===== src/rtl/lsu_align_ctrl_if.sv =====
// ============================================================================
// Module      : lsu_align_ctrl_if
// Description : Request, memory-beat and response bundle for lsu_align_ctrl.
// Revision    : 1.0 - initial release
// ============================================================================
`default_nettype none

interface lsu_align_ctrl_if #(
    parameter int ADDR_W = 32
);
    logic              i_req_valid;
    logic              o_req_ready;
    logic              i_req_store;
    logic [2:0]        i_req_type;
    logic [ADDR_W-1:0] i_req_addr;
    logic [31:0]       i_req_wdata;

    logic              o_mem_req;
    logic              o_mem_we;
    logic [ADDR_W-1:0] o_mem_addr;
    logic [3:0]        o_mem_bmask;
    logic [31:0]       o_mem_wdata;
    logic              i_mem_rvalid;
    logic [31:0]       i_mem_rdata;

    logic              o_rsp_valid;
    logic [31:0]       o_rsp_data;
    logic              o_rsp_err;

    modport slave (
        input  i_req_valid, i_req_store, i_req_type, i_req_addr, i_req_wdata,
        input  i_mem_rvalid, i_mem_rdata,
        output o_req_ready,
        output o_mem_req, o_mem_we, o_mem_addr, o_mem_bmask, o_mem_wdata,
        output o_rsp_valid, o_rsp_data, o_rsp_err
    );

    modport master (
        output i_req_valid, i_req_store, i_req_type, i_req_addr, i_req_wdata,
        output i_mem_rvalid, i_mem_rdata,
        input  o_req_ready,
        input  o_mem_req, o_mem_we, o_mem_addr, o_mem_bmask, o_mem_wdata,
        input  o_rsp_valid, o_rsp_data, o_rsp_err
    );
endinterface

`default_nettype wire


===== src/rtl/lsu_align_ctrl.sv =====
// ============================================================================
// Module      : lsu_align_ctrl
// Description : Load/store alignment controller; splits word-crossing accesses
//               into two aligned beats, merges and extends load data.
// Revision    : 1.0 - initial release
// ============================================================================
`default_nettype none

module lsu_align_ctrl #(
    parameter int ADDR_W           = 32,
    parameter bit SUPPORT_MISALIGN = 1'b1
) (
    input  logic          i_clk,
    input  logic          i_reset,
    lsu_align_ctrl_if.slave bus
);

    typedef enum logic [2:0] {
        S_IDLE  = 3'd0,
        S_BEAT0 = 3'd1,
        S_WAIT0 = 3'd2,
        S_BEAT1 = 3'd3,
        S_WAIT1 = 3'd4,
        S_DONE  = 3'd5
    } state_t;

    state_t            state_q, state_d;
    logic              store_q;
    logic [2:0]        type_q;
    logic [ADDR_W-1:0] addr_q;
    logic [31:0]       wdata_q;
    logic              err_q;
    logic              split_q;
    logic [31:0]       lo_q;
    logic [31:0]       hi_q;

    function automatic logic [3:0] size_mask(input logic [2:0] t);
        case (t[1:0])
            2'b00:   size_mask = 4'b0001;
            2'b01:   size_mask = 4'b0011;
            default: size_mask = 4'b1111;
        endcase
    endfunction

    // ------------------------------------------------------------------
    // Request decode (valid only while IDLE)
    // ------------------------------------------------------------------
    logic        w_illegal;
    logic        w_split;
    logic        w_accept;
    logic [3:0]  w_req_mask;
    logic [31:0] w_req_wmask;

    always_comb begin
        if (bus.i_req_store)
            w_illegal = (bus.i_req_type >= 3'b011);
        else
            w_illegal = (bus.i_req_type == 3'b011) || (bus.i_req_type == 3'b110) ||
                        (bus.i_req_type == 3'b111);
    end

    assign w_split = ((bus.i_req_type[1:0] == 2'b01) && (bus.i_req_addr[1:0] == 2'b11)) ||
                     ((bus.i_req_type[1:0] == 2'b10) && (bus.i_req_addr[1:0] != 2'b00));

    assign w_accept    = (state_q == S_IDLE) && bus.i_req_valid;
    assign w_req_mask  = size_mask(bus.i_req_type);
    // Clearing bytes beyond the access size keeps unused write lanes at zero.
    assign w_req_wmask = {{8{w_req_mask[3]}}, {8{w_req_mask[2]}},
                          {8{w_req_mask[1]}}, {8{w_req_mask[0]}}};

    // ------------------------------------------------------------------
    // Lane steering shared by both beats
    // ------------------------------------------------------------------
    logic [1:0]        w_off;
    logic [7:0]        w_lanes;
    logic [63:0]       w_wshift;
    logic [31:0]       w_merge;
    logic [ADDR_W-1:0] w_word_addr;
    logic [ADDR_W-1:0] w_next_addr;
    logic [31:0]       w_ext;

    assign w_off       = addr_q[1:0];
    assign w_lanes     = {4'b0000, size_mask(type_q)} << w_off;
    assign w_wshift    = {32'd0, wdata_q} << {w_off, 3'b000};
    assign w_merge     = 32'({hi_q, lo_q} >> {w_off, 3'b000});
    assign w_word_addr = {addr_q[ADDR_W-1:2], 2'b00};
    assign w_next_addr = w_word_addr + {{(ADDR_W-3){1'b0}}, 3'b100};

    always_comb begin
        case (type_q)
            3'b000:  w_ext = {{24{w_merge[7]}}, w_merge[7:0]};
            3'b001:  w_ext = {{16{w_merge[15]}}, w_merge[15:0]};
            3'b100:  w_ext = {24'd0, w_merge[7:0]};
            3'b101:  w_ext = {16'd0, w_merge[15:0]};
            default: w_ext = w_merge;
        endcase
    end

    // ------------------------------------------------------------------
    // FSM
    // ------------------------------------------------------------------
    always_ff @(posedge i_clk) begin
        if (i_reset)
            state_q <= S_IDLE;
        else
            state_q <= state_d;
    end

    always_comb begin
        state_d         = state_q;
        bus.o_req_ready = 1'b0;
        bus.o_mem_req   = 1'b0;
        bus.o_mem_we    = 1'b0;
        bus.o_mem_addr  = '0;
        bus.o_mem_bmask = 4'b0000;
        bus.o_mem_wdata = 32'd0;
        bus.o_rsp_valid = 1'b0;
        bus.o_rsp_data  = 32'd0;
        bus.o_rsp_err   = 1'b0;
        case (state_q)
            S_IDLE: begin
                bus.o_req_ready = 1'b1;
                if (bus.i_req_valid) begin
                    if (w_illegal || (w_split && !SUPPORT_MISALIGN))
                        state_d = S_DONE;
                    else
                        state_d = S_BEAT0;
                end
            end
            S_BEAT0: begin
                bus.o_mem_req   = 1'b1;
                bus.o_mem_we    = store_q;
                bus.o_mem_addr  = w_word_addr;
                bus.o_mem_bmask = w_lanes[3:0];
                bus.o_mem_wdata = w_wshift[31:0];
                if (!store_q)
                    state_d = S_WAIT0;
                else
                    state_d = split_q ? S_BEAT1 : S_DONE;
            end
            S_WAIT0: begin
                if (bus.i_mem_rvalid)
                    state_d = split_q ? S_BEAT1 : S_DONE;
            end
            S_BEAT1: begin
                bus.o_mem_req   = 1'b1;
                bus.o_mem_we    = store_q;
                bus.o_mem_addr  = w_next_addr;
                bus.o_mem_bmask = w_lanes[7:4];
                bus.o_mem_wdata = w_wshift[63:32];
                state_d         = store_q ? S_DONE : S_WAIT1;
            end
            S_WAIT1: begin
                if (bus.i_mem_rvalid)
                    state_d = S_DONE;
            end
            S_DONE: begin
                bus.o_rsp_valid = 1'b1;
                bus.o_rsp_err   = err_q;
                bus.o_rsp_data  = (store_q || err_q) ? 32'd0 : w_ext;
                state_d         = S_IDLE;
            end
            default: state_d = S_IDLE;
        endcase
    end

    // ------------------------------------------------------------------
    // Request capture and load merge buffer
    // ------------------------------------------------------------------
    always_ff @(posedge i_clk) begin
        if (i_reset) begin
            store_q <= 1'b0;
            type_q  <= 3'b000;
            addr_q  <= '0;
            wdata_q <= 32'd0;
            err_q   <= 1'b0;
            split_q <= 1'b0;
            lo_q    <= 32'd0;
            hi_q    <= 32'd0;
        end else begin
            if (w_accept) begin
                store_q <= bus.i_req_store;
                type_q  <= bus.i_req_type;
                addr_q  <= bus.i_req_addr;
                wdata_q <= bus.i_req_wdata & w_req_wmask;
                err_q   <= w_illegal || (w_split && !SUPPORT_MISALIGN);
                split_q <= w_split;
                lo_q    <= 32'd0;
                hi_q    <= 32'd0;
            end
            if ((state_q == S_WAIT0) && bus.i_mem_rvalid)
                lo_q <= bus.i_mem_rdata;
            if ((state_q == S_WAIT1) && bus.i_mem_rvalid)
                hi_q <= bus.i_mem_rdata;
        end
    end

endmodule

`default_nettype wire


===== src/flat_wrapper.sv =====
// flat-port wrapper written by rule: the top's interface ports become plain ports
module lsu_align_ctrl_flat 
#(
    parameter int ADDR_W           = 32,
    parameter bit SUPPORT_MISALIGN = 1'b1
)
  (i_clk, i_reset, bus_i_req_valid, bus_i_req_store, bus_i_req_type, bus_i_req_addr, bus_i_req_wdata, bus_i_mem_rvalid, bus_i_mem_rdata, bus_o_req_ready, bus_o_mem_req, bus_o_mem_we, bus_o_mem_addr, bus_o_mem_bmask, bus_o_mem_wdata, bus_o_rsp_valid, bus_o_rsp_data, bus_o_rsp_err);
  lsu_align_ctrl_if #(.ADDR_W(ADDR_W)) bus_i ();
  input  logic i_clk;
  input  logic i_reset;
  input wire logic [$bits(bus_i.i_req_valid)-1:0] bus_i_req_valid;
  input wire logic [$bits(bus_i.i_req_store)-1:0] bus_i_req_store;
  input wire logic [$bits(bus_i.i_req_type)-1:0] bus_i_req_type;
  input wire logic [$bits(bus_i.i_req_addr)-1:0] bus_i_req_addr;
  input wire logic [$bits(bus_i.i_req_wdata)-1:0] bus_i_req_wdata;
  input wire logic [$bits(bus_i.i_mem_rvalid)-1:0] bus_i_mem_rvalid;
  input wire logic [$bits(bus_i.i_mem_rdata)-1:0] bus_i_mem_rdata;
  output wire logic [$bits(bus_i.o_req_ready)-1:0] bus_o_req_ready;
  output wire logic [$bits(bus_i.o_mem_req)-1:0] bus_o_mem_req;
  output wire logic [$bits(bus_i.o_mem_we)-1:0] bus_o_mem_we;
  output wire logic [$bits(bus_i.o_mem_addr)-1:0] bus_o_mem_addr;
  output wire logic [$bits(bus_i.o_mem_bmask)-1:0] bus_o_mem_bmask;
  output wire logic [$bits(bus_i.o_mem_wdata)-1:0] bus_o_mem_wdata;
  output wire logic [$bits(bus_i.o_rsp_valid)-1:0] bus_o_rsp_valid;
  output wire logic [$bits(bus_i.o_rsp_data)-1:0] bus_o_rsp_data;
  output wire logic [$bits(bus_i.o_rsp_err)-1:0] bus_o_rsp_err;
  assign bus_i.i_req_valid = bus_i_req_valid;
  assign bus_i.i_req_store = bus_i_req_store;
  assign bus_i.i_req_type = bus_i_req_type;
  assign bus_i.i_req_addr = bus_i_req_addr;
  assign bus_i.i_req_wdata = bus_i_req_wdata;
  assign bus_i.i_mem_rvalid = bus_i_mem_rvalid;
  assign bus_i.i_mem_rdata = bus_i_mem_rdata;
  assign bus_o_req_ready = bus_i.o_req_ready;
  assign bus_o_mem_req = bus_i.o_mem_req;
  assign bus_o_mem_we = bus_i.o_mem_we;
  assign bus_o_mem_addr = bus_i.o_mem_addr;
  assign bus_o_mem_bmask = bus_i.o_mem_bmask;
  assign bus_o_mem_wdata = bus_i.o_mem_wdata;
  assign bus_o_rsp_valid = bus_i.o_rsp_valid;
  assign bus_o_rsp_data = bus_i.o_rsp_data;
  assign bus_o_rsp_err = bus_i.o_rsp_err;
  lsu_align_ctrl #(.ADDR_W(ADDR_W), .SUPPORT_MISALIGN(SUPPORT_MISALIGN)) u_core (.i_clk(i_clk), .i_reset(i_reset), .bus(bus_i));
endmodule

===== config.mk =====
export PLATFORM = sky130hd
export DESIGN_NAME = lsu_align_ctrl_flat
export DESIGN_NICKNAME = d
export VERILOG_FILES = /design/src/rtl/lsu_align_ctrl_if.sv /design/src/rtl/lsu_align_ctrl.sv /design/src/flat_wrapper.sv
export SDC_FILE = /design/constraint.sdc
export NUM_CORES = 1
export LEC_CHECK = 0
export ABC_AREA = 1
export BUFFER_PORTS_ARGS = -buffer_cell sky130_fd_sc_hd__buf_2
export CORE_MARGIN = 5
export CORE_UTILIZATION = 24
export DETAILED_ROUTE_END_ITERATION = 6
export GPL_TIMING_DRIVEN = 0
export HOLD_SLACK_MARGIN = 0.02
export PLACE_DENSITY = 0.51
export SYNTH_ARGS = -nofsm -noshare
export SYNTH_HDL_FRONTEND = slang
export SYNTH_SLANG_ARGS = --single-unit

===== constraint.sdc =====
create_clock -name i_clk -period 1.3 [get_ports i_clk]
set_input_delay 0.13 -clock i_clk [delete_from_list [all_inputs] [get_ports i_clk]]
set_output_delay 0.13 -clock i_clk [all_outputs]
set_load 0.02 [all_outputs]

==> results of run 1 <==
## logic make-up (layout without fill, tap and decap cells)
group | after synthesis | after routing | synth area share
AND/OR/NAND/NOR | 645 | 647 | 0.3300
AO/OA/AOI/OAI | 351 | 351 | 0.2286
buffers and inverters | 220 | 646 | 0.1194
flip-flops | 129 | 129 | 0.3179
XOR/XNOR | 2 | 2 | 0.002157
adder cells (fa/ha/maj) | 1 | 1 | 0.001540
other | 1 | 2 | 0.0004616
## power groups by stage
stage               registers [mW]  logic (mW)  clock network, mW
floorplan                     5.51        7.42                  0
global placement              5.82        10.1                  0
detailed placement            5.81        10.1                  0
CTS                           5.83        12.2               5.06
global route                  6.16        17.6               5.20
finish                        6.07        16.8               5.01
## worst min-delay path: stages
cell     delay [ns]
buf_2          0.11
o21ai_4        0.07
a21oi_1        0.11
## cell usage after synthesis (4+ instances only)
library cell	instances	area [um2]
dfxtp_1	129	2582
inv_1	118	442.9
nand2_2	4	25.02
clkbuf_1	34	127.6
inv_2	6	22.52
buf_6	9	101.4
a21oi_1	152	760.7
a31oi_1	9	56.30
nor2_1	69	259.0
o22ai_1	13	81.33
nor3_1	4	20.02
a22oi_1	6	45.04
o21ai_1	4	20.02
nand2_1	405	1520
buf_4	7	52.55
a211oi_1	5	37.54
buf_1	5	18.77
a22o_1	4	35.03
o21ai_0	152	760.7
nand3_1	151	755.7
buf_2	36	180.2
## state kept, by name, summed over array words and instances (netlist names)
register        count
u_core.store_q      1
u_core.type_q       3
u_core.err_q        1
u_core.state_q      3
u_core.wdata_q     32
u_core.addr_q      32
u_core.lo_q        32
u_core.hi_q        24
u_core.split_q      1
## timing repair
action                                  CTS  global route
gates cloned                              2            25
hold endpoints to repair                115             0
pin swaps                                27           119
endpoints found under the setup margin  231           232
hold buffers                             91             0
buffers inserted                         37            39
resized for setup                       310           567
## worst max path at each step
stage	start	end	slack (ns)	cells past startpoint
floorplan	u_core.state_q[2]$_SDFFE_PP0P_	bus_o_mem_bmask[2]	-0.14	7
global placement	u_core.state_q[2]$_SDFFE_PP0P_	bus_o_mem_wdata[0]	-0.63	8
detailed placement	u_core.state_q[2]$_SDFFE_PP0P_	bus_o_mem_wdata[0]	-0.62	8
CTS	u_core.addr_q[0]$_SDFFE_PP0P_	bus_o_rsp_data[20]	-0.74	11
global route	u_core.addr_q[2]$_SDFFE_PP0P_	bus_o_mem_addr[28]	-0.80	10
finish	u_core.state_q[1]$_SDFFE_PP0P_	bus_o_mem_wdata[8]	-0.74	8
## routing by layer
metal / GRT usage / vias up / share of wire / routed length [um]
li1: - / 5324 / - / -
met1: 0.2744 / 5432 / 0.43 / 19240
met2: 0.3432 / 414 / 0.48 / 21430
met3: 0.03614 / 86 / 0.058 / 2588
met4: 0.06016 / 2 / 0.030 / 1360
met5: 0 / - / 0.00016 / 7
## metrics by stage
| stage | setup slack [ns] | cells | util | hold slack [ns] | instance area (um2) |
|---|---|---|---|---|---|
| 2_1_floorplan | -0.1429 | 1350 | - | 0.2783 | 9304 |
| 3_3_place_gp | -0.6340 | 2003 | 0.3256 | 0.3935 | 10890 |
| 3_5_place_dp | -0.6235 | 2003 | 0.3256 | 0.3951 | 10890 |
| 4_1_cts | -0.7378 | 2165 | 0.4077 | 0.02019 | 13640 |
| 5_1_grt | -0.7988 | 2226 | 0.4962 | 0.02729 | 16600 |
| 6_report | -0.7406 | 2226 | 0.4962 | 0.02372 | 16600 |
## area by class of cell
cell class                 instances  area, um2
buffer                            90       1036
clock buffer                      23      489.2
clock inverter                     9      105.1
fill                            3104      16850
inverter                         129      581.8
multi-input combinational       1003       7396
sequential                       129       2660
tap                              448      560.5
timing repair buffer             394       3764
timing repair inverter             1      6.256
==> impl_metrics.tcl, run 1 <==
set metrics [dict create \
    cts_tree "yes" \
    syn2layout_area_growth_pct 104.3 \
    clockBufferDepth 2 \
    grt_usage 0.2062 \
    worst-path-buf-inv 5 \
    cp_max_fo 8 \
    p_int_mw 15.10 \
    crit_path_max_incr_delay_ns 0.33 \
    p_sw_frac 0.4578 \
    yosys_most_used_dff "dfxtp_1" \
    synth_edf_count 0 \
    power_density_nw_per_um2 1678 \
    worstSkewPairLatency_ns 0.44 \
    netlist_instances 1349 \
    final_common_cell "nand2_1" \
    drtIter0Drc 766 \
    finalNetCount 1870 \
    mostFrequentLayoutCells "300 x nand2_1, 108 x buf_2, 107 x buf_6" \
    netlist_area_um2 8124 \
    tns_ns -105.81 \
    rrSetupSlack_ns -0.42 \
    synth_cell_types 37 \
    hold_viol 0 \
    status "finished, violations left" \
    drc 0 \
    p_sw_mw 12.75 \
    grt_pass1_vias 10530 \
    syn_area_per_cell_um2 6.022 \
    antenna_cells 0 \
    setup_ws_ns -0.7406 \
    cp_cell_sequence "buf_6 > inv_8 > nor2_4 > buf_8 > nand2_8 > clkinvlp_4 > a22o_4 > buf_6" \
    tightest_slew_ns 1.022 \
    cts_htree_levels 4 \
    antenna_found_initial 1 \
    min_period_ns 2.041 \
    rsz0062_at_grt "true" \
    place.gp.congestion 0.9310 \
    port_buffers 205 \
    worstPathArrival_ns 1.91 \
    ioPinCount 209 \
    cp.required_ns 1.17 \
    cts_sinks 129 \
    drv_cap 0 \
    finalSetupViolations 232 \
    fmax_mhz 490.1 \
    fin_crit_sh 1.570 \
    grt-ovfl-total 0 \
    hpwl_um 30480 \
    grt_max_degree 17 \
    antenna_left 0 \
    cts_root_buf "clkbuf_16" \
    end_kind "primary output" \
    drive_above_1_share 0.5343 \
    yosysSeqAreaShare 0.3179 \
    hold-path-cell-count 3 \
    rows 67 \
    grt_pass1_wl_um 61540 \
    crit_type "reg -> out" \
    die-area_um2 37630 \
    ir_drop_uv 1353 \
    wl_per_cell_um 20.05 \
    dr.pass1.iters 5 \
    core_um2 33450 \
    seqPwrFrac 0.218 \
    hold_path.class "in -> reg" \
    cts_buffers 17 \
    clkTransAtPathRegs_ns 0.06 \
    pwr-share-clk 0.180 \
    finalMaxSlewViolations 0 \
    hold_end "u_core.wdata_q[0]$_SDFFE_PP0P_" \
    synth_seq_cells 129 \
    yosys_warnings 0 \
    path_common_cell "buf_6" \
    violations "negative setup slack" \
    min-delay-start "bus_i_req_wdata[0]" \
    crit_path_start_kind "flip-flop" \
    wirelength_um 44630 \
    fp.dieW_um 194.0 \
    post_drt_via_cell_ratio 5.058 \
    fin_skew_ns 0.01322 \
    r2r_start "u_core.state_q[1]$_SDFFE_PP0P_" \
    p_comb_frac 0.602 \
    worst_path_max_delay_cell "a22o_4" \
    start_util 0.2429 \
    cp_top_family "buffers and inverters" \
    vias 11260 \
    die_h_um 194.0 \
    slew_headroom 0.3187 \
    r2r_end "u_core.lo_q[26]$_SDFFE_PP0P_" \
    reg2reg_depth 12 \
    power.leakage_nw 6.371 \
    total_power_mw 27.86 \
    synth_async_sr_flop_share 0 \
]
Note: power is estimated with default switching activity, not from simulation.
==> run 2: changes to the inputs <==
- PLACE_DENSITY: 0.51 -> 0.43
- SLEW_MARGIN: not set -> 5
==> impl_metrics.tcl, run 2 (same netlist as run 1, synthesis figures left out) <==
set metrics [dict create \
    status "finished, violations left" \
    violations "negative setup slack" \
    min_period_ns 2.026 \
    hold-path-cell-count 3 \
    cp_cell_sequence "buf_6 > clkbuf_16 > buf_6 > nand2_1 > o21ai_4 > o21ai_1 > a31oi_4 > buf_6" \
    cts_root_buf "clkbuf_16" \
    hold_path.class "in -> reg" \
    grt_usage 0.2122 \
    path_common_cell "buf_6" \
    hold_viol 0 \
    fin_crit_sh 1.559 \
    mostFrequentLayoutCells "278 x nand2_1, 130 x buf_6, 108 x buf_2" \
    finalMaxSlewViolations 0 \
    regArea_um2 2676 \
    slew_headroom 0.2688 \
    worstPathArrival_ns 1.90 \
    tightest_slew_ns 1.097 \
    dr.pass1.iters 5 \
    drive_above_1_share 0.5620 \
    grt_pass1_vias 10530 \
    clkTransAtPathRegs_ns 0.06 \
    ioPinCount 209 \
    dp.cells 2003 \
    rsz0062_at_grt "true" \
    start_util 0.2429 \
    r2r_start "u_core.state_q[0]$_SDFFE_PP0P_" \
    crit_path_start_kind "flip-flop" \
    crit_path_max_incr_delay_ns 0.34 \
    post_layout_nonfiller_instances 2231 \
    crit_type "reg -> out" \
    reg2reg_depth 12 \
    total_power_mw 27.89 \
    worst-path-buf-inv 4 \
    drtIter0Drc 561 \
    rows 67 \
    die-area_um2 37630 \
    grt-ovfl-total 0 \
    worstSkewPairLatency_ns 0.44 \
    hold_end "u_core.wdata_q[12]$_SDFFE_PP0P_" \
    wirelength_um 43830 \
    end_kind "primary output" \
    min-delay-start "bus_i_req_wdata[12]" \
    post_drt_via_cell_ratio 4.896 \
    drc 0 \
    cp.depth 8 \
    cp_top_family "buffers and inverters" \
    fin_skew_ns 0.01194 \
    power_density_nw_per_um2 1656 \
    finalSetupViolations 232 \
    fp.dieW_um 194.0 \
    antenna_found_initial 0 \
    setup_ws_ns -0.7263 \
    cts_buffers 17 \
    final_common_cell "nand2_1" \
    cts_tree "yes" \
    reg.largest.list "u_core.addr_q x32, u_core.lo_q x32, u_core.wdata_q x32" \
    power.leakage_nw 6.450 \
    antenna_cells 0 \
    finalNetCount 1875 \
    fmax_mhz 493.5 \
    grt_max_degree 17 \
    cts_sinks 129 \
    cp_max_fo 10 \
    multiInputGateArea_um2 7577 \
    vias 10920 \
    worst_path_max_delay_cell "dfxtp_2" \
    drv_cap 0 \
    antenna_left 0 \
    core_um2 33450 \
    syn2layout_area_growth_pct 107.4 \
    place.gp.congestion 0.9006 \
    n_fill_cell 3249 \
    cts_htree_levels 4 \
    ir_drop_uv 1090 \
    cp.required_ns 1.17 \
    wl_per_cell_um 19.65 \
    grt_pass1_wl_um 62490 \
    r2r_end "u_core.lo_q[30]$_SDFFE_PP0P_" \
    clockBufferDepth 2 \
    hpwl_um 31480 \
    die_h_um 194.0 \
    rrSetupSlack_ns -0.37 \
    port_buffers 205 \
]
-- run 2: changes by cell type in the layout (fill, tap and decap cells not counted), moves of 13 or more --
cell and delta:
a21oi_1 -20, nand2_2 +19, a21oi_2 +19, nand2_1 -22, buf_4 -13, buf_6 +23
-- run 2: how the worst max path moves through the flow --
| stage | slack (ns) | end | from |
|---|---|---|---|
| 6_report | -0.73 | bus_o_mem_wdata[24] | u_core.addr_q[0]$_SDFFE_PP0P_ |
| 5_1_grt | -0.81 | bus_o_mem_wdata[18] | u_core.addr_q[0]$_SDFFE_PP0P_ |
| 4_1_cts | -0.76 | bus_o_rsp_data[20] | u_core.addr_q[0]$_SDFFE_PP0P_ |
| 3_5_place_dp | -0.65 | bus_o_mem_wdata[0] | u_core.state_q[2]$_SDFFE_PP0P_ |
| 3_3_place_gp | -0.65 | bus_o_mem_wdata[0] | u_core.state_q[2]$_SDFFE_PP0P_ |
| 2_1_floorplan | -0.14 | bus_o_mem_bmask[2] | u_core.state_q[2]$_SDFFE_PP0P_ |
-- run 2: area by class of cell --
cell class	instances	area share
timing repair buffer	403	0.2299
inverter	129	0.03365
clock buffer	18	0.02548
tap	448	0.03327
clock inverter	14	0.009804
sequential	129	0.1589
multi-input combinational	1002	0.4498
buffer	88	0.05927
-- run 2: routing by layer --
metal | track usage | wire length [um] | part of all wire
met5 | 0 | 0 | 0
met4 | 0.05026 | 856 | 0.020
met3 | 0.03562 | 1710 | 0.039
met2 | 0.3578 | 21570 | 0.49
met1 | 0.2846 | 19690 | 0.45
-- run 2: what timing repair did --
| item | in CTS | in global routing |
|---|---|---|
| gates resized for setup | 360 | 588 |
| gates cloned | 4 | 20 |
| setup buffers | 40 | 44 |
| pin swaps | 56 | 137 |
| hold buffers | 91 | 1 |
| endpoints found under the hold margin | 114 | 1 |
| endpoints found under the setup margin | 231 | 232 |
-- run 2: power by group --
group / total [mW] / switching [mW] / internal (mW)
registers: 6.12 / 1.12 / 5.00
clock network: 5.01 / 2.00 / 3.01
logic: 16.8 / 9.61 / 7.15
total: 27.9 / 12.7 / 15.2
-- run 2: worst min-delay path: cells and delay by family --
kind / cells / cell delay, ns
buffers and inverters: 1 / 0.09
AOI/OAI and AO/OA: 2 / 0.20
-- run 2: stage by stage --
step | TNS (ns) | instance area [um2] | util | setup WS [ns] | hold slack (ns)
after floorplan | -15.71 | 9304 | - | -0.1429 | 0.2783
after global placement | -76.38 | 10890 | 0.3256 | -0.6503 | 0.3944
after detailed placement | -77.40 | 10890 | 0.3256 | -0.6480 | 0.4013
after CTS | -105.59 | 13920 | 0.4161 | -0.7565 | 0.02418
after global routing | -115.24 | 16850 | 0.5036 | -0.8054 | 0.04596
final | -101.30 | 16850 | 0.5036 | -0.7263 | 0.03543
